$ cat config.mk
export PLATFORM = sky130hd
export DESIGN_NAME = mem_arbiter_flat
export DESIGN_NICKNAME = d
export VERILOG_FILES = /design/src/rtl/mem_arbiter_if.sv /design/src/rtl/mem_arbiter.sv /design/src/flat_wrapper.sv
export SDC_FILE = /design/constraint.sdc
export NUM_CORES = 1
export LEC_CHECK = 0
export BUFFER_PORTS_ARGS = -buffer_cell sky130_fd_sc_hd__buf_2
export CAP_MARGIN = 10
export CORE_MARGIN = 2
export CORE_UTILIZATION = 46
export DETAILED_ROUTE_END_ITERATION = 10
export PLACE_DENSITY = 0.8
export SLEW_MARGIN = 25
export SYNTH_ARGS = -nofsm -noshare
export SYNTH_HDL_FRONTEND = slang
export SYNTH_SLANG_ARGS = --single-unit
$ cat constraint.sdc
create_clock -name clk -period 2.3 [get_ports clk]
set_clock_uncertainty 0.15 [all_clocks]
set_input_delay 0.46 -clock clk [delete_from_list [all_inputs] [get_ports clk]]
set_output_delay 0.46 -clock clk [all_outputs]
set_load 0.02 [all_outputs]
$ cat src/rtl/mem_arbiter_if.sv
// Requester and memory-side signal bundle for mem_arbiter.
// With MEMARB_LOCK_EN defined, the per-port lock inputs are included.
interface mem_arbiter_if #(
  parameter int unsigned BUS_SIZE  = 32,
  parameter int unsigned ADDR_SIZE = 8
);
  logic                 reqA;
  logic                 weA;
  logic [ADDR_SIZE-1:0] addrA;
  logic [BUS_SIZE-1:0]  wdataA;
  logic                 ackA;
  logic [BUS_SIZE-1:0]  rdataA;

  logic                 reqB;
  logic                 weB;
  logic [ADDR_SIZE-1:0] addrB;
  logic [BUS_SIZE-1:0]  wdataB;
  logic                 ackB;
  logic [BUS_SIZE-1:0]  rdataB;

`ifdef MEMARB_LOCK_EN
  logic                 lockA;
  logic                 lockB;
`endif

  logic                 busy;
  logic                 memEnWrite;
  logic [ADDR_SIZE-1:0] memDir;
  logic [BUS_SIZE-1:0]  memWriteData;
  logic [BUS_SIZE-1:0]  memOut;

  // Arbiter side
  modport slave (
    input  reqA, weA, addrA, wdataA,
    input  reqB, weB, addrB, wdataB,
`ifdef MEMARB_LOCK_EN
    input  lockA, lockB,
`endif
    output ackA, rdataA, ackB, rdataB,
    output busy, memEnWrite, memDir, memWriteData,
    input  memOut
  );

  // Requester / memory side
  modport master (
    output reqA, weA, addrA, wdataA,
    output reqB, weB, addrB, wdataB,
`ifdef MEMARB_LOCK_EN
    output lockA, lockB,
`endif
    input  ackA, rdataA, ackB, rdataB,
    input  busy, memEnWrite, memDir, memWriteData,
    output memOut
  );
endinterface

$ cat src/rtl/mem_arbiter.sv
// Round-robin two-port arbiter/sequencer for the single-port 256-word data memory.
// Optional MEMARB_LOCK_EN adds lockA/lockB for back-to-back burst accesses by one owner.
module mem_arbiter #(
  parameter int unsigned BUS_SIZE  = 32,
  parameter int unsigned ADDR_SIZE = 8
) (
  input  logic          clk,
  input  logic          nReset,
  mem_arbiter_if.slave  bus
);

  typedef enum logic [1:0] {
    ST_IDLE   = 2'd0,
    ST_ACCESS = 2'd1,
    ST_DONE   = 2'd2
  } state_t;

  localparam logic PORT_A = 1'b0;
  localparam logic PORT_B = 1'b1;

  state_t               r_state;
  logic                 r_owner;
  logic                 r_rr_next;
  logic                 r_we;
  logic [ADDR_SIZE-1:0] r_addr;
  logic [BUS_SIZE-1:0]  r_wdata;
  logic                 r_en_write;
  logic                 r_busy;
  logic                 r_ack_a;
  logic                 r_ack_b;
  logic [BUS_SIZE-1:0]  r_rdata_a;
  logic [BUS_SIZE-1:0]  r_rdata_b;

  logic                 w_req_any;
  logic                 w_grant_b;
  logic                 w_src;
  logic                 w_sel_we;
  logic [ADDR_SIZE-1:0] w_sel_addr;
  logic [BUS_SIZE-1:0]  w_sel_wdata;
  logic                 w_lock_cont;

  // B wins only when A is idle or it is B's turn on a tie
  always_comb begin
    w_req_any   = bus.reqA | bus.reqB;
    w_grant_b   = bus.reqB & (~bus.reqA | (r_rr_next == PORT_B));
    w_src       = (r_state == ST_IDLE) ? w_grant_b : r_owner;
    w_sel_we    = (w_src == PORT_B) ? bus.weB    : bus.weA;
    w_sel_addr  = (w_src == PORT_B) ? bus.addrB  : bus.addrA;
    w_sel_wdata = (w_src == PORT_B) ? bus.wdataB : bus.wdataA;
  end

`ifdef MEMARB_LOCK_EN
  // Owner keeps the memory when it holds lock and already presents its next request
  always_comb begin
    w_lock_cont = (r_owner == PORT_B) ? (bus.lockB & bus.reqB)
                                      : (bus.lockA & bus.reqA);
  end
`else
  always_comb begin
    w_lock_cont = 1'b0;
  end
`endif

  always_ff @(posedge clk or negedge nReset) begin
    if (!nReset) begin
      r_state    <= ST_IDLE;
      r_owner    <= PORT_A;
      r_rr_next  <= PORT_A;
      r_we       <= 1'b0;
      r_addr     <= '0;
      r_wdata    <= '0;
      r_en_write <= 1'b0;
      r_busy     <= 1'b0;
      r_ack_a    <= 1'b0;
      r_ack_b    <= 1'b0;
      r_rdata_a  <= '0;
      r_rdata_b  <= '0;
    end else begin
      case (r_state)
        ST_IDLE: begin
          if (w_req_any) begin
            r_owner    <= w_grant_b;
            r_we       <= w_sel_we;
            r_addr     <= w_sel_addr;
            r_wdata    <= w_sel_wdata;
            r_en_write <= w_sel_we;
            r_busy     <= 1'b1;
            r_state    <= ST_ACCESS;
          end
        end

        ST_ACCESS: begin
          r_en_write <= 1'b0;
          r_rr_next  <= ~r_owner;
          r_state    <= ST_DONE;
          if (r_owner == PORT_B) begin
            r_ack_b <= 1'b1;
            if (!r_we) r_rdata_b <= bus.memOut;
          end else begin
            r_ack_a <= 1'b1;
            if (!r_we) r_rdata_a <= bus.memOut;
          end
        end

        ST_DONE: begin
          r_ack_a <= 1'b0;
          r_ack_b <= 1'b0;
          if (w_lock_cont) begin
            r_we       <= w_sel_we;
            r_addr     <= w_sel_addr;
            r_wdata    <= w_sel_wdata;
            r_en_write <= w_sel_we;
            r_state    <= ST_ACCESS;
          end else begin
            r_busy  <= 1'b0;
            r_state <= ST_IDLE;
          end
        end

        default: begin
          r_en_write <= 1'b0;
          r_busy     <= 1'b0;
          r_ack_a    <= 1'b0;
          r_ack_b    <= 1'b0;
          r_state    <= ST_IDLE;
        end
      endcase
    end
  end

  assign bus.ackA         = r_ack_a;
  assign bus.ackB         = r_ack_b;
  assign bus.rdataA       = r_rdata_a;
  assign bus.rdataB       = r_rdata_b;
  assign bus.busy         = r_busy;
  assign bus.memEnWrite   = r_en_write;
  assign bus.memDir       = r_addr;
  assign bus.memWriteData = r_wdata;

endmodule

$ cat src/flat_wrapper.sv
// flat-port wrapper written by rule: the top's interface ports become plain ports
module mem_arbiter_flat 
#(
  parameter int unsigned BUS_SIZE  = 32,
  parameter int unsigned ADDR_SIZE = 8
)
  (clk, nReset, bus_reqA, bus_weA, bus_addrA, bus_wdataA, bus_reqB, bus_weB, bus_addrB, bus_wdataB, bus_ackA, bus_rdataA, bus_ackB, bus_rdataB, bus_busy, bus_memEnWrite, bus_memDir, bus_memWriteData, bus_memOut);
  mem_arbiter_if #(.BUS_SIZE(BUS_SIZE), .ADDR_SIZE(ADDR_SIZE)) bus_i ();
  input  logic clk;
  input  logic nReset;
  input wire logic [$bits(bus_i.reqA)-1:0] bus_reqA;
  input wire logic [$bits(bus_i.weA)-1:0] bus_weA;
  input wire logic [$bits(bus_i.addrA)-1:0] bus_addrA;
  input wire logic [$bits(bus_i.wdataA)-1:0] bus_wdataA;
  input wire logic [$bits(bus_i.reqB)-1:0] bus_reqB;
  input wire logic [$bits(bus_i.weB)-1:0] bus_weB;
  input wire logic [$bits(bus_i.addrB)-1:0] bus_addrB;
  input wire logic [$bits(bus_i.wdataB)-1:0] bus_wdataB;
  output wire logic [$bits(bus_i.ackA)-1:0] bus_ackA;
  output wire logic [$bits(bus_i.rdataA)-1:0] bus_rdataA;
  output wire logic [$bits(bus_i.ackB)-1:0] bus_ackB;
  output wire logic [$bits(bus_i.rdataB)-1:0] bus_rdataB;
  output wire logic [$bits(bus_i.busy)-1:0] bus_busy;
  output wire logic [$bits(bus_i.memEnWrite)-1:0] bus_memEnWrite;
  output wire logic [$bits(bus_i.memDir)-1:0] bus_memDir;
  output wire logic [$bits(bus_i.memWriteData)-1:0] bus_memWriteData;
  input wire logic [$bits(bus_i.memOut)-1:0] bus_memOut;
  assign bus_i.reqA = bus_reqA;
  assign bus_i.weA = bus_weA;
  assign bus_i.addrA = bus_addrA;
  assign bus_i.wdataA = bus_wdataA;
  assign bus_i.reqB = bus_reqB;
  assign bus_i.weB = bus_weB;
  assign bus_i.addrB = bus_addrB;
  assign bus_i.wdataB = bus_wdataB;
  assign bus_ackA = bus_i.ackA;
  assign bus_rdataA = bus_i.rdataA;
  assign bus_ackB = bus_i.ackB;
  assign bus_rdataB = bus_i.rdataB;
  assign bus_busy = bus_i.busy;
  assign bus_memEnWrite = bus_i.memEnWrite;
  assign bus_memDir = bus_i.memDir;
  assign bus_memWriteData = bus_i.memWriteData;
  assign bus_i.memOut = bus_memOut;
  mem_arbiter #(.BUS_SIZE(BUS_SIZE), .ADDR_SIZE(ADDR_SIZE)) u_core (.clk(clk), .nReset(nReset), .bus(bus_i));
endmodule
Yosys cells after proc, flatten, opt, wreduce, memory -nomap -nowiden
Cells that the tools add are included.

storage, ports and cells
  register bits after elaboration = 113
  bits in latches = 0
  memory bits (writable) = 0
  memory bits (read-only) = 0
  output and inout bits = 108
  logic and storage cells = 48
  memories = 0

operators by class
  add/subtract/negate cells = 0
  $mul = 0
  div/mod/pow operators = 0
  $lt $le $gt $ge = 0
  eq/ne operators = 5
  shifts and indexed selects = 0
  mux-type cells = 14
  bitwise logic cells = 9
  reduce and logical (&&, ||, !) cells = 8

operators by type and width
  cell                                                                     count
  32-bit two-way mux                                                       1
  2-bit AND reduction                                                      5
  8-bit two-way mux                                                        1
  1-bit one-hot mux with 2 select lines                                    4
  1-bit two-way mux                                                        6
  1-bit NOT                                                                6
  3-bit AND reduction                                                      2
  2-bit by 1-bit inequality test with 1-bit output, second input constant  2
  2-bit one-hot mux with 2 select lines                                    1
  2-bit by 1-bit == test with 1-bit output, second input constant          1
  2-bit == test, second input constant                                     1
  2-bit logical NOT                                                        1
  2-bit two-way mux                                                        1
  2-bit inequality test, second input constant                             1
  1-bit bitwise OR                                                         2
  1-bit bitwise AND                                                        1

Logic depth before layout (Yosys ltp)
Gate-level depths: netlist (run 1).

  depth after elaboration = 7
  mapped depth = 6
  gate-level depth less buffers = 3

Worst setup path after synthesis (run 1)
OpenSTA, ideal clock, no wires.

  kind = reg-to-reg
  start point = register u_core.r_state[1]
  end point = register u_core.r_wdata[23] (netlist: u_core.bus.memWriteData[23])
  setup time = 0.123 ns
  arrival time = 1.539 ns
  path slack = 0.488 ns
  stages on the path, launching flop included = 7
  path buffers = 3
  period minus slack after synthesis = 1.812 ns
  path through = dfrtp_1 > buf_6 > or3b_1 > buf_2 > buf_6 > or3_1 > o221a_2

between the ends
  longest elaborated chain between the ends = 3
  elaborated cells on any way between the ends = 4
  those cells by class = 2 x mux; 2 x reduce/logical

RTL lines
  element                 RTL line                              source
  start, declared         mem_arbiter.sv:21                     state_t r_state;
  start signal, assigned  mem_arbiter.sv:66                     r_state <= ST_IDLE;
  start signal, assigned  mem_arbiter.sv:88                     r_state <= ST_ACCESS;
  start signal, assigned  mem_arbiter.sv:95                     r_state <= ST_DONE;
  2-bit logical NOT *     mem_arbiter.sv:46, mem_arbiter.sv:79
  1-bit two-way mux       mem_arbiter.sv:46                     w_src = (r_state == ST_IDLE) ? w_grant_b : r_owner;
  32-bit two-way mux      mem_arbiter.sv:49                     w_sel_wdata = (w_src == PORT_B) ? bus.wdataB : bus.wdataA;
  end signal, assigned    mem_arbiter.sv:85                     r_wdata <= w_sel_wdata;
  end signal, assigned    mem_arbiter.sv:111                    r_wdata <= w_sel_wdata;
  end, declared           mem_arbiter.sv:26                     logic [BUS_SIZE-1:0] r_wdata;

Every way passes the cells marked *; elsewhere a longest branch is shown, timed or not.
A chain may end at the register's enable or synchronous reset.

Final worst setup path (run 1)
  start point = register u_core.r_state[0]
  end point = register u_core.r_wdata[26] (netlist: u_core.bus.memWriteData[26])

Same word-level chain as after synthesis.

==> impl_results.md, run 1 <==
* Core Area at 9680 um2
* CP Cell Sequence: or3b_1 > buf_4 > or3_1 > o221a_2
* Fin crit period at about 1.9 ns
* CTS tree: yes
* Horizontal die dimension at around 100 um
* CTS buffer count at 17
* Number of antenna violations at the first check in global routing at 0
* Most instantiated library cell after synthesis: sky130_fd_sc_hd__dfrtp_1
* Iteration-0 DRC Markers at between 100 and 150
* Post-route DRC at 0
* Count of input and output buffers at 225
* Global router's overall resource usage at between 20% and 30%
* Total negative setup slack at 0 ns
* Cell with the biggest individual delay on the critical path: sky130_fd_sc_hd__dfrtp_1
* Critical Path Sink: u_core.bus.memWriteData[26]
* Post-synthesis register bit count at ~110
* Number of setup violations in the final report at 0
* Sequential-to-total area share from yosys stat at ~62%
* Count of yosys warnings during synthesis at 0
* # diodes at 0
* Total number of vias at between 3000 and 4000
* Leakage power summed over all cells at 3.04 nW
* Slew Limit Fails at 0
* Crit path max fanout at 31
* Number of detailed-route iterations in the first pass at 4
* Flop2flop setup slack at ~0.41 ns
* Number of sinks handled by clock tree synthesis at 113
* Cell area after technology mapping at approximately 4600 um2
* Critical Path Max Stage Delay at 0.46 ns
* Hold Fails Final Rpt at 0
* Actual slew at the worst max-slew pin at between 0.4 and 0.5 ns
* Number of buffers on the longest clock path at 2
* Cell type contributing the most total cell area after synthesis: sky130_fd_sc_hd__dfrtp_1
* Ratio of cells with drive above 1 in the final layout at 66.6%
* GR Util met3 at roughly 8.7%
* Later-pin clock latency in the skew report at ~0.50 ns
* Source of the critical timing path: u_core.r_state[0]
* Post-synthesis instance total at roughly 310
* Resized cells post-CTS at 0
* Routed len/inst at around 16 um
* Aggregate global routing overflow at 0
* Crit start category: flop
* Number of nets in the finished design at approximately 660
* Mean Syn Cell Area at between 10 and 15 um2
* Number of global-route vias before repair at between 3000 and 4000
* Number of cells in the design after placement at 654
* Filler Cell Count at approximately 750
* RSZ-0062 raised after global routing: no
* Remaining number of nets flagged by the antenna check after routing at 0
* Average via count per standard cell at ~5.1
* Initial core utilization at a little under half
* Syn Nets at between 400 and 500
* Highest-utilization routing layer at the global route stage: met2
* Sort of element at the end of the critical path: flop
* Fraction of synthesized cell area taken by the top area cell type at between 60% and 70%
* Pwr/cell area at 1580 nW/um2
* Most instantiated flip-flop cell in the synthesis netlist: sky130_fd_sc_hd__dfrtp_1
* Asr flop ratio synth at between 90% and 100%
* Clock transition at the register clock pins on the worst setup and hold paths after CTS at 0.05 ns
* Number of flops mapped to enable cells by yosys at 0
* Final core area utilization at between 60% and 70%
* Worst slew margin at approximately 70%
* Type of the tightest min-delay check: in -> reg
* Final total power at between 0.01 and 0.015 W
* Critical R2R Launch: u_core.r_state[0]
* Top area cells in the synthesized netlist: sky130_fd_sc_hd__dfrtp_1 62%, sky130_fd_sc_hd__mux2_2 15%, sky130_fd_sc_hd__o221a_2 9.6%
* Root cell of the clock tree: sky130_fd_sc_hd__clkbuf_8
* Post-route worst hold slack at 0.0409 ns
* Share of the clock period used by the worst path after layout at between 80% and 90%
* Area growth from synthesis to final layout at 40.8%
* Max VDD drop at about 0.67 mV
* Data arrival, critical path at about 2.1 ns
* Number of H-tree levels at 4
* Most used standard cells in the synthesized netlist: 113 x sky130_fd_sc_hd__dfrtp_1, 60 x sky130_fd_sc_hd__mux2_2, 41 x sky130_fd_sc_hd__or3_1
* Required time worst endpoint at 2.53 ns
* Crit Path Category: reg -> reg
* Maximum number of pins on one net before global-route repair at 59
* Post-Route WL at ~11 mm
* Detailed-placement wirelength estimate at 8.29 mm
* RePlAce Congestion at between 0.7 and 0.8
* Die ar. at 10700 um2
* Result of the run: finished, final reports clean
* Number of cells traversed by the worst register-to-register path at 4
* Die Y at ~100 um
* Count of different cell masters after synthesis at 24
* Row Count at 36
* Boundary Pins at approximately 230
* Routing usage on met1 at between 20% and 30%
* Met2 track demand over resource at 36.4%
* Wire length of the first global-routing pass at 16.8 mm
* Fmax at approximately 530 MHz
* Max cap viols at 0
* Start point of the worst min-delay path: bus_reqA
* Non-filler instance count after layout at 684
* Reg-to-Reg End: u_core.bus.memWriteData[26]
## flip-flops by register name (all words and copies together) (netlist names), 2 cells and up
signal	cells
u_core.bus.memDir	8
u_core.bus.memWriteData	32
u_core.bus.rdataB	32
u_core.bus.rdataA	32
u_core.r_state	2
## cells by family after synthesis
logic type / Yosys count / synth area share (%)
multiplexers: 64 / 15.8
AND/OR/NAND/NOR: 54 / 7.34
buffers and inverters: 28 / 3.44
flip-flops: 113 / 62.1
AO/OA/AOI/OAI: 49 / 11.3
## per-stage QoR
| step | setup WS, ns | cell area, um2 |
|---|---|---|
| 2_1_floorplan | 0.488 | 4550 |
| 3_3_place_gp | 0.416 | 5870 |
| 3_5_place_dp | 0.359 | 5870 |
| 4_1_cts | 0.406 | 6410 |
| 5_1_grt | 0.313 | 6410 |
| 6_report | 0.408 | 6410 |
## cell type report
class / instances / area, um2 / share of cell area [%]
Inverter: 4 / 15.0 / 0.234
Timing Repair Buffer: 238 / 1280 / 19.9
Multi-Input combinational cell: 167 / 1590 / 24.8
Tap cell: 133 / 166 / 2.60
Clock inverter: 6 / 57.6 / 0.898
Sequential cell: 113 / 2830 / 44.1
Clock buffer: 23 / 477 / 7.44
## worst max-delay path: cells and delay by family (launching register included)
| kind | cells | cell delay, ns |
|---|---|---|
| AO/OA/AOI/OAI | 1 | 0.13 |
| flip-flops | 1 | 0.46 |
| AND/OR/NAND/NOR | 2 | 0.81 |
| buffers and inverters | 1 | 0.23 |
## per-layer routing
metal / vias to the layer above / part of all wire (%)
li1: 1629 / -
met2: 161 / 51
met1: 1704 / 39
met4: 0 / 1.1
met3: 12 / 8.4
met5: - / 0
## what timing repair did
| item | in CTS | in global routing |
|---|---|---|
| hold endpoints to repair | 29 | 0 |
| hold buffers | 1 | 0 |
| buffers inserted | 0 | 0 |
## cell usage in the layout, fill, tap and decap left out, types with 2 or more instances in the layout
master,instances
sky130_fd_sc_hd__nand2_1,2
sky130_fd_sc_hd__o21ai_0,2
sky130_fd_sc_hd__nand2b_1,2
sky130_fd_sc_hd__a21oi_1,2
sky130_fd_sc_hd__o221a_2,39
sky130_fd_sc_hd__clkbuf_16,16
sky130_fd_sc_hd__o221a_1,2
sky130_fd_sc_hd__nor2_1,3
sky130_fd_sc_hd__or3_1,41
sky130_fd_sc_hd__clkbuf_1,2
sky130_fd_sc_hd__buf_12,4
sky130_fd_sc_hd__buf_4,9
sky130_fd_sc_hd__clkinv_2,4
sky130_fd_sc_hd__mux2_1,4
sky130_fd_sc_hd__dfrtp_1,113
sky130_fd_sc_hd__mux2_2,60
sky130_fd_sc_hd__inv_1,4
sky130_fd_sc_hd__buf_2,224
sky130_fd_sc_hd__clkbuf_8,5
sky130_fd_sc_hd__nor3_4,2
## worst min path at each step
stage | endpoint | slack (ns) | depth (start not counted)
floorplan | u_core.bus.ackA | 0.01 | 0
global placement | u_core.bus.rdataB[6] | 0.27 | 1
detailed placement | u_core.bus.rdataB[6] | 0.29 | 1
CTS | u_core.r_owner | 0.007 | 2
global route | u_core.bus.rdataB[9] | 0.03 | 2
finish | u_core.r_owner | 0.04 | 2
## report_power, final
part           internal, W  switching, W
clock network      0.00152      0.000809
logic              0.00188       0.00239
registers          0.00299      0.000566
(Power assumes the default switching activity.)
==> inputs of run 2 (changes only) <==
- ABC_AREA: default -> 1
- CORE_UTILIZATION: 46 -> 48
- clock period: 2.3 -> 1.8 ns (I/O delays scaled with it)
==> impl_results.md, run 2 <==
* Cell area after technology mapping at 5380 um2 (was 4550 um2)
* Worst slew margin at 68.6% (was 69.7%)
* Critical R2R Launch: u_core.r_state[1] (was u_core.r_state[0])
* Source of the critical timing path: u_core.bus.rdataB[16] (was u_core.r_state[0])
* Aggregate global routing overflow at 0 (unchanged)
* Horizontal die dimension at 110 um (was 103 um)
* Number of flops mapped to enable cells by yosys at 0 (unchanged)
* Crit path max fanout at 2 (was 31)
* Leading cell types in the layout, fill and taps excluded: 224 x sky130_fd_sc_hd__buf_2, 156 x sky130_fd_sc_hd__nand2_1, 124 x sky130_fd_sc_hd__nand3_1 (was 224 x sky130_fd_sc_hd__buf_2, 113 x sky130_fd_sc_hd__dfrtp_1, 60 x sky130_fd_sc_hd__mux2_2)
* Top area cells in the synthesized netlist: sky130_fd_sc_hd__dfrtp_1 53%, sky130_fd_sc_hd__nand3_1 12%, sky130_fd_sc_hd__nand2_1 11% (was sky130_fd_sc_hd__dfrtp_1 62%, sky130_fd_sc_hd__mux2_2 15%, sky130_fd_sc_hd__o221a_2 9.6%)
* Count of input and output buffers at 225 (unchanged)
* Fraction of synthesized cell area taken by the top area cell type at 52.5% (was 62.1%)
* Fraction of power consumed by sequential logic at 30.0% (was 35.0%)
* Routing usage on met1 at 30.4% (was 23.3%)
* Number of sinks handled by clock tree synthesis at 113 (unchanged)
* Average via count per standard cell at 4.90 (was 5.13)
* Count of yosys warnings during synthesis at 0 (unchanged)
* Result of the run: finished, final reports clean (unchanged)
* Number of cells traversed by the worst register-to-register path at 7 (was 4)
* Type of the tightest min-delay check: in -> reg (unchanged)
* Max cap viols at 0 (unchanged)
* Iteration-0 DRC Markers at 566 (was 104)
* Number of buffers on the longest clock path at 2 (unchanged)
* Gate power share at 47.0% (was 42.1%)
* Boundary Pins at 226 (unchanged)
* Actual slew at the worst max-slew pin at 0.471 ns (was 0.452 ns)
* Fin crit period at ~1.6 ns
* Count of different cell masters after synthesis at 18 (was 24)
* Wire length of the first global-routing pass at 22.7 mm (was 16.8 mm)
* Routed len/inst at 13.9 um (was 16.4 um)
* Final total power at 0.0151 W (was 0.0101 W)
* Post-placement worst setup slack at 0.144 ns (was 0.359 ns)
* Sequential-to-total area share from yosys stat at 52.5% (was 62.1%)
* CTS buffer count at 17 (unchanged)
* Cell type contributing the most total cell area after synthesis: sky130_fd_sc_hd__dfrtp_1 (unchanged)
* Total negative setup slack at 0 ns (unchanged)
* Slew Limit Fails at 0 (unchanged)
* Critical Path Sink: bus_rdataB[16] (was u_core.bus.memWriteData[26])
* Leakage power summed over all cells at 4.46 nW (was 3.04 nW)
* Die ar. at 12100 um2 (was 10700 um2)
* CP Depth at 1 (was 4)
* Clock transition at the register clock pins on the worst setup and hold paths after CTS at 0.06 ns (was 0.05 ns)
* Met2 track demand over resource at 39.2% (was 36.4%)
* Number of detailed-route iterations in the first pass at 5 (was 4)
* Core Area at 10900 um2 (was 9680 um2)
* Data arrival, critical path at 1.08 ns (was 2.13 ns)
* Critical Path Max Stage Delay at 0.40 ns (was 0.46 ns)
* Required time worst endpoint at 1.29 ns (was 2.53 ns)
* CP Cell Sequence: buf_2 (was or3b_1 > buf_4 > or3_1 > o221a_2)
* Global router's overall resource usage at 24.4% (was 20.9%)
* Post-Route WL at 14.4 mm (was 11.2 mm)
* RePlAce Congestion at 0.822 (was 0.753)
* Mean Syn Cell Area at 8.58 um2 (was 14.8 um2)
* Syn Nets at 745 (was 426)
* Fmax at 627 MHz
* Row Count at 38 (was 36)
* Most instantiated flip-flop cell in the synthesis netlist: sky130_fd_sc_hd__dfrtp_1 (unchanged)
* Clock Power Share at 23.0% (was 22.9%)
* GR Util met3 at 8.00% (was 8.74%)
* Area growth from synthesis to final layout at 41.6% (was 40.8%)
* Maximum number of pins on one net before global-route repair at 65 (was 59)
* Hold Fails Final Rpt at 0 (unchanged)
* Cell with the biggest individual delay on the critical path: sky130_fd_sc_hd__dfrtp_1 (unchanged)
* Worst hold stages at 5 (was 2)
* Total number of vias at 5098 (was 3506)
* Most instantiated library cell after synthesis: sky130_fd_sc_hd__nand2_1 (was sky130_fd_sc_hd__dfrtp_1)
* Number of buffer and inverter stages on the critical path at 1 (unchanged)
* Switching component of the power at 0.00656 W (was 0.00377 W)
* Cell Int Power at 0.00857 W (was 0.00638 W)
* Detailed-placement wirelength estimate at 9.39 mm (was 8.29 mm)
* Crit start category: flop (unchanged)
* Most used standard cells in the synthesized netlist: 156 x sky130_fd_sc_hd__nand2_1, 124 x sky130_fd_sc_hd__nand3_1, 117 x sky130_fd_sc_hd__inv_1 (was 113 x sky130_fd_sc_hd__dfrtp_1, 60 x sky130_fd_sc_hd__mux2_2, 41 x sky130_fd_sc_hd__or3_1)
* Crit path max-delay family: flip-flops (was simple AND/OR/NAND/NOR gates)
* Pwr/cell area at 1990 nW/um2 (was 1580 nW/um2)
* Number of antenna violations at the first check in global routing at 0 (unchanged)
* RSZ-0062 raised after global routing: no (unchanged)
* Sort of element at the end of the critical path: output port (was flop)
* Root cell of the clock tree: sky130_fd_sc_hd__clkbuf_8 (unchanged)
* Die Y at 110 um (was 103 um)
* Remaining number of nets flagged by the antenna check after routing at 0 (unchanged)
* Highest-utilization routing layer at the global route stage: met2 (unchanged)
* Flop2flop setup slack at 0.23 ns (was 0.41 ns)
* Post-route DRC at 0 (unchanged)
* Reg-to-Reg End: u_core.bus.rdataA[1] (was u_core.bus.memWriteData[26])
* Post-synthesis register bit count at 113 (unchanged)
* Number of H-tree levels at 4 (unchanged)
* Ratio of cells with drive above 1 in the final layout at 37.0% (was 66.6%)
* Initial core utilization at 49.4% (was 47.0%)
* Sw Share at 43.4% (was 37.1%)
* Resized cells post-CTS at 0 (unchanged)
* Number of nets in the finished design at 1005 (was 659)
* Crit Path Category: reg -> out (was reg -> reg)
* # diodes at 0 (unchanged)
* Number of global-route vias before repair at 4768 (was 3558)
* Final worst setup slack at 0.205 ns (was 0.408 ns)
* Number of setup violations in the final report at 0 (unchanged)
* Share of the clock period used by the worst path after layout at between 80% and 90%
* Max VDD drop at 1.25 mV (was 0.667 mV)
* Most common cell after layout, fill and taps aside: sky130_fd_sc_hd__buf_2 (unchanged)
* Asr flop ratio synth at 100% (unchanged)
* Later-pin clock latency in the skew report at 0.50 ns (about the same)
* Post-synthesis instance total at 627 (was 308)
* CTS tree: yes (unchanged)
[run 2: repair_timing]
action / in CTS / in global routing
setup endpoints to repair: 0 / 0
setup buffers: 0 / 0
endpoints found under the hold margin: 85 / 0
hold buffers: 34 / 0
[run 2: area by class of cell]
class | count | area (um2)
Clock buffer | 17 | 414
Tap cell | 140 | 175
Clock inverter | 15 | 208
Timing Repair Buffer | 277 | 1720
Sequential cell | 113 | 2830
Fill cell | 794 | 3270
Multi-Input combinational cell | 357 | 1820
Inverter | 121 | 459
[run 2: cells by family after synthesis]
family	synth area share, %
AO/OA/AOI/OAI	9.65
flip-flops	52.5
AND/OR/NAND/NOR	24.1
buffers and inverters	13.7
[run 2: layer usage]
layer	vias to the layer above	wire length, um
li1	2475	-
met3	27	1350
met2	259	6830
met1	2337	5970
met5	-	0
met4	0	280
[run 2: per-stage QoR]
stage,cells,instance area (um2),hold slack (ns),util [%]
2_1_floorplan,627,5380,-0.0856,-
3_3_place_gp,974,6660,0.190,61.1
3_5_place_dp,974,6660,0.194,61.1
6_report,1040,7620,0.0158,70.0
4_1_cts,1040,7620,0.00137,70.0
5_1_grt,1040,7620,0.0194,70.0
[run 2: power by group through the flow]
| stage | Clock (W) | Sequential, W | Combinational, W |
|---|---|---|---|
| 3_3_place_gp | 0 | 0.00451 | 0.00686 |
| 3_5_place_dp | 0 | 0.00451 | 0.00702 |
| 2_1_floorplan | 0 | 0.00597 | 0.00336 |
| 5_1_grt | 0.00366 | 0.00468 | 0.00778 |
| 4_1_cts | 0.00352 | 0.00452 | 0.00710 |
| 6_report | 0.00348 | 0.00454 | 0.00710 |
[run 2: how the worst min path moves through the flow]
stage                         startpoint                          end  slack, ns
after global placement            nReset   u_core.bus.memWriteData[2]       0.19
final                     bus_wdataB[13]  u_core.bus.memWriteData[13]       0.02
after CTS                 bus_wdataB[13]  u_core.bus.memWriteData[13]      0.001
after floorplan                   nReset              u_core.bus.ackA      -0.09
after detailed placement          nReset   u_core.bus.memWriteData[2]       0.19
after global routing       bus_wdataB[6]   u_core.bus.memWriteData[6]       0.02
==> inputs of run 3 (changes only) <==
- CELL_PAD_IN_SITES_DETAIL_PLACEMENT: default -> 1
- CELL_PAD_IN_SITES_GLOBAL_PLACEMENT: default -> 1
- CORE_UTILIZATION: 48 -> 34
- CTS_CLUSTER_SIZE: default -> 8
- PLACE_DENSITY: 0.8 -> default
- PLACE_DENSITY_LB_ADDON: default -> 0.1
==> impl_results.md, run 3 (same netlist as run 2, synthesis figures left out) <==
* Flop2flop setup slack at 0.16 ns (was 0.23 ns)
* Aggregate global routing overflow at 0 (unchanged)
* Required time worst endpoint at 1.99 ns (was 1.29 ns)
* Most common cell after layout, fill and taps aside: sky130_fd_sc_hd__buf_2 (unchanged)
* Area of all placed cells without fillers at 7340 um2 (was 7620 um2)
* Area growth from synthesis to final layout at 36.4% (was 41.6%)
* Crit Path Category: reg -> reg (was reg -> out)
* Average via count per standard cell at 4.62 (was 4.90)
* Horizontal die dimension at 130 um (was 110 um)
* Die ar. at 16900 um2 (was 12100 um2)
* Number of nets in the finished design at 970 (was 1005)
* Final core area utilization at 47.9% (was 70.0%)
* Crit start category: flop (unchanged)
* Placed instance area at 6720 um2 (was 6660 um2)
* Resized cells post-CTS at 0 (unchanged)
* Slew Limit Fails at 0 (unchanged)
* Post-route worst hold slack at 0.0641 ns (was 0.0158 ns)
* Cell Int Power at 0.00850 W (was 0.00857 W)
* CTS tree: yes (unchanged)
* Routed len/inst at 15.2 um (was 13.9 um)
* Maximum number of pins on one net before global-route repair at 86 (was 65)
* Die Y at 130 um (was 110 um)
* Post-route DRC at 0 (unchanged)
* Result of the run: finished, final reports clean (unchanged)
* Data arrival, critical path at 1.84 ns (was 1.08 ns)
* Row Count at 45 (was 38)
* Max VDD drop at 0.857 mV (was 1.25 mV)
* Number of buffers on the longest clock path at 2 (unchanged)
* Buffers inserted during post-CTS setup optimization at 0 (unchanged)
* Number of setup violations in the final report at 0 (unchanged)
* Clock transition at the register clock pins on the worst setup and hold paths after CTS at 0.06 ns (about the same)
* Number of detailed-route iterations in the first pass at 4 (was 5)
* Crit path max fanout at 11 (was 2)
* Final worst setup slack at 0.155 ns (was 0.205 ns)
* Core Area at 15300 um2 (was 10900 um2)
* Worst slew margin at 66.1% (was 68.6%)
* Hold Fails Final Rpt at 0 (unchanged)
* Post-Route WL at 16.4 mm (was 14.4 mm)
* Switching component of the power at 0.00665 W (was 0.00656 W)
* Number of antenna violations at the first check in global routing at 1 (was 0)
* Post-placement worst setup slack at 0.170 ns (was 0.144 ns)
* Number of sinks handled by clock tree synthesis at 113 (unchanged)
* Leading cell types in the layout, fill and taps excluded: 224 x sky130_fd_sc_hd__buf_2, 156 x sky130_fd_sc_hd__nand2_1, 123 x sky130_fd_sc_hd__nand3_1 (was 224 x sky130_fd_sc_hd__buf_2, 156 x sky130_fd_sc_hd__nand2_1, 124 x sky130_fd_sc_hd__nand3_1)
* Total number of vias at 4974 (was 5098)
* Clock Power Share at 22.5% (was 23.0%)
* Number of global-route vias before repair at 5206 (was 4768)
* Total negative setup slack at 0 ns (unchanged)
* Detailed-placement wirelength estimate at 11.7 mm (was 9.39 mm)
* Type of the tightest min-delay check: in -> reg (unchanged)
* Remaining number of nets flagged by the antenna check after routing at 0 (unchanged)
* Actual slew at the worst max-slew pin at 0.509 ns (was 0.471 ns)
* Count of input and output buffers at 225 (unchanged)
* Sw Share at 43.9% (was 43.4%)
* Root cell of the clock tree: sky130_fd_sc_hd__clkbuf_16 (was sky130_fd_sc_hd__clkbuf_8)
* Ratio of cells with drive above 1 in the final layout at 38.3% (was 37.0%)
* Gate power share at 47.7% (was 47.0%)
* Share of the clock period used by the worst path after layout at 91.4% (was 88.6%)
* Number of H-tree levels at 4 (unchanged)
* Wire length of the first global-routing pass at 26.2 mm (was 22.7 mm)
* Boundary Pins at 226 (unchanged)
* Global router's overall resource usage at 20.1% (was 24.4%)
* Iteration-0 DRC Markers at 224 (was 566)
* Fraction of power consumed by sequential logic at 29.8% (was 30.0%)
* CTS buffer count at 17 (unchanged)
* Fmax at 608 MHz (was 627 MHz)
* RSZ-0062 raised after global routing: no (unchanged)
* Pwr/cell area at 2060 nW/um2 (was 1990 nW/um2)
* RePlAce Congestion at 0.836 (was 0.822)
* Initial core utilization at 35.1% (was 49.4%)
* Later-pin clock latency in the skew report at 0.40 ns (was 0.50 ns)
* Fin crit period at 1.64 ns (was 1.59 ns)
* Max cap viols at 0 (unchanged)
* Sort of element at the end of the critical path: flop (was output port)
* Leakage power summed over all cells at 4.29 nW (was 4.46 nW)
* Filler Cell Count at 1913 (was 794)
[run 3: cell type report]
type	count	area, um2	area share (%)
antenna	1	2.50	0.0341
sequential	113	2830	38.5
clock inverter	13	161	2.20
clock buffer	19	443	6.03
inverter	121	459	6.26
timing repair buffer	242	1360	18.5
multi-input combinational	357	1820	24.8
tap	211	264	3.60
[run 3: per-layer routing]
metal | global-route usage [%] | routed length, um | share of wire, %
met4 | 6.20 | 181 | 1.1
met3 | 5.62 | 1170 | 7.1
met5 | 0 | 0 | 0
met2 | 33.0 | 7770 | 47
met1 | 25.9 | 7280 | 44
[run 3: final timing paths]
kind,startpoint,depth (start not counted),to
setup / recovery,u_core.r_state[0],6,u_core.bus.memWriteData[4]
max in group asynchronous,nReset,3,u_core.bus.memWriteData[15]
hold / removal,bus_memOut[16],3,u_core.bus.rdataA[16]
hold reg to reg,u_core.bus.memWriteData[3],2,u_core.bus.memWriteData[3]
min in group asynchronous,nReset,3,u_core.bus.memWriteData[3]
setup reg to reg,u_core.r_state[0],6,u_core.bus.memWriteData[4]
[run 3: worst max-delay path, cell delays in order, from the launching register on]
cell,delay (ns)
sky130_fd_sc_hd__dfrtp_1,0.41
sky130_fd_sc_hd__nor2_1,0.20
sky130_fd_sc_hd__nand3_2,0.28
sky130_fd_sc_hd__buf_4,0.29
sky130_fd_sc_hd__nand3_1,0.08
sky130_fd_sc_hd__nand3_1,0.09
sky130_fd_sc_hd__nand2_1,0.08
[run 3: metrics by stage]
step | std cells | power (W)
final | 1077 | 0.0152
after detailed placement | 1043 | 0.0119
after global placement | 1043 | 0.0116
after floorplan | 627 | 0.00933
after CTS | 1076 | 0.0154
after global routing | 1076 | 0.0162
[run 3: power by group through the flow]
stage	clock network, W	logic, W	registers (W)
after floorplan	0	0.00336	0.00597
after global placement	0	0.00706	0.00451
after detailed placement	0	0.00731	0.00454
after CTS	0.00349	0.00734	0.00453
after global routing	0.00360	0.00798	0.00467
final	0.00341	0.00722	0.00451
[run 3: timing repair]
item | CTS | global route
endpoints found under the setup margin | 0 | 0
hold buffers | 1 | 0
endpoints found under the hold margin | 113 | 0
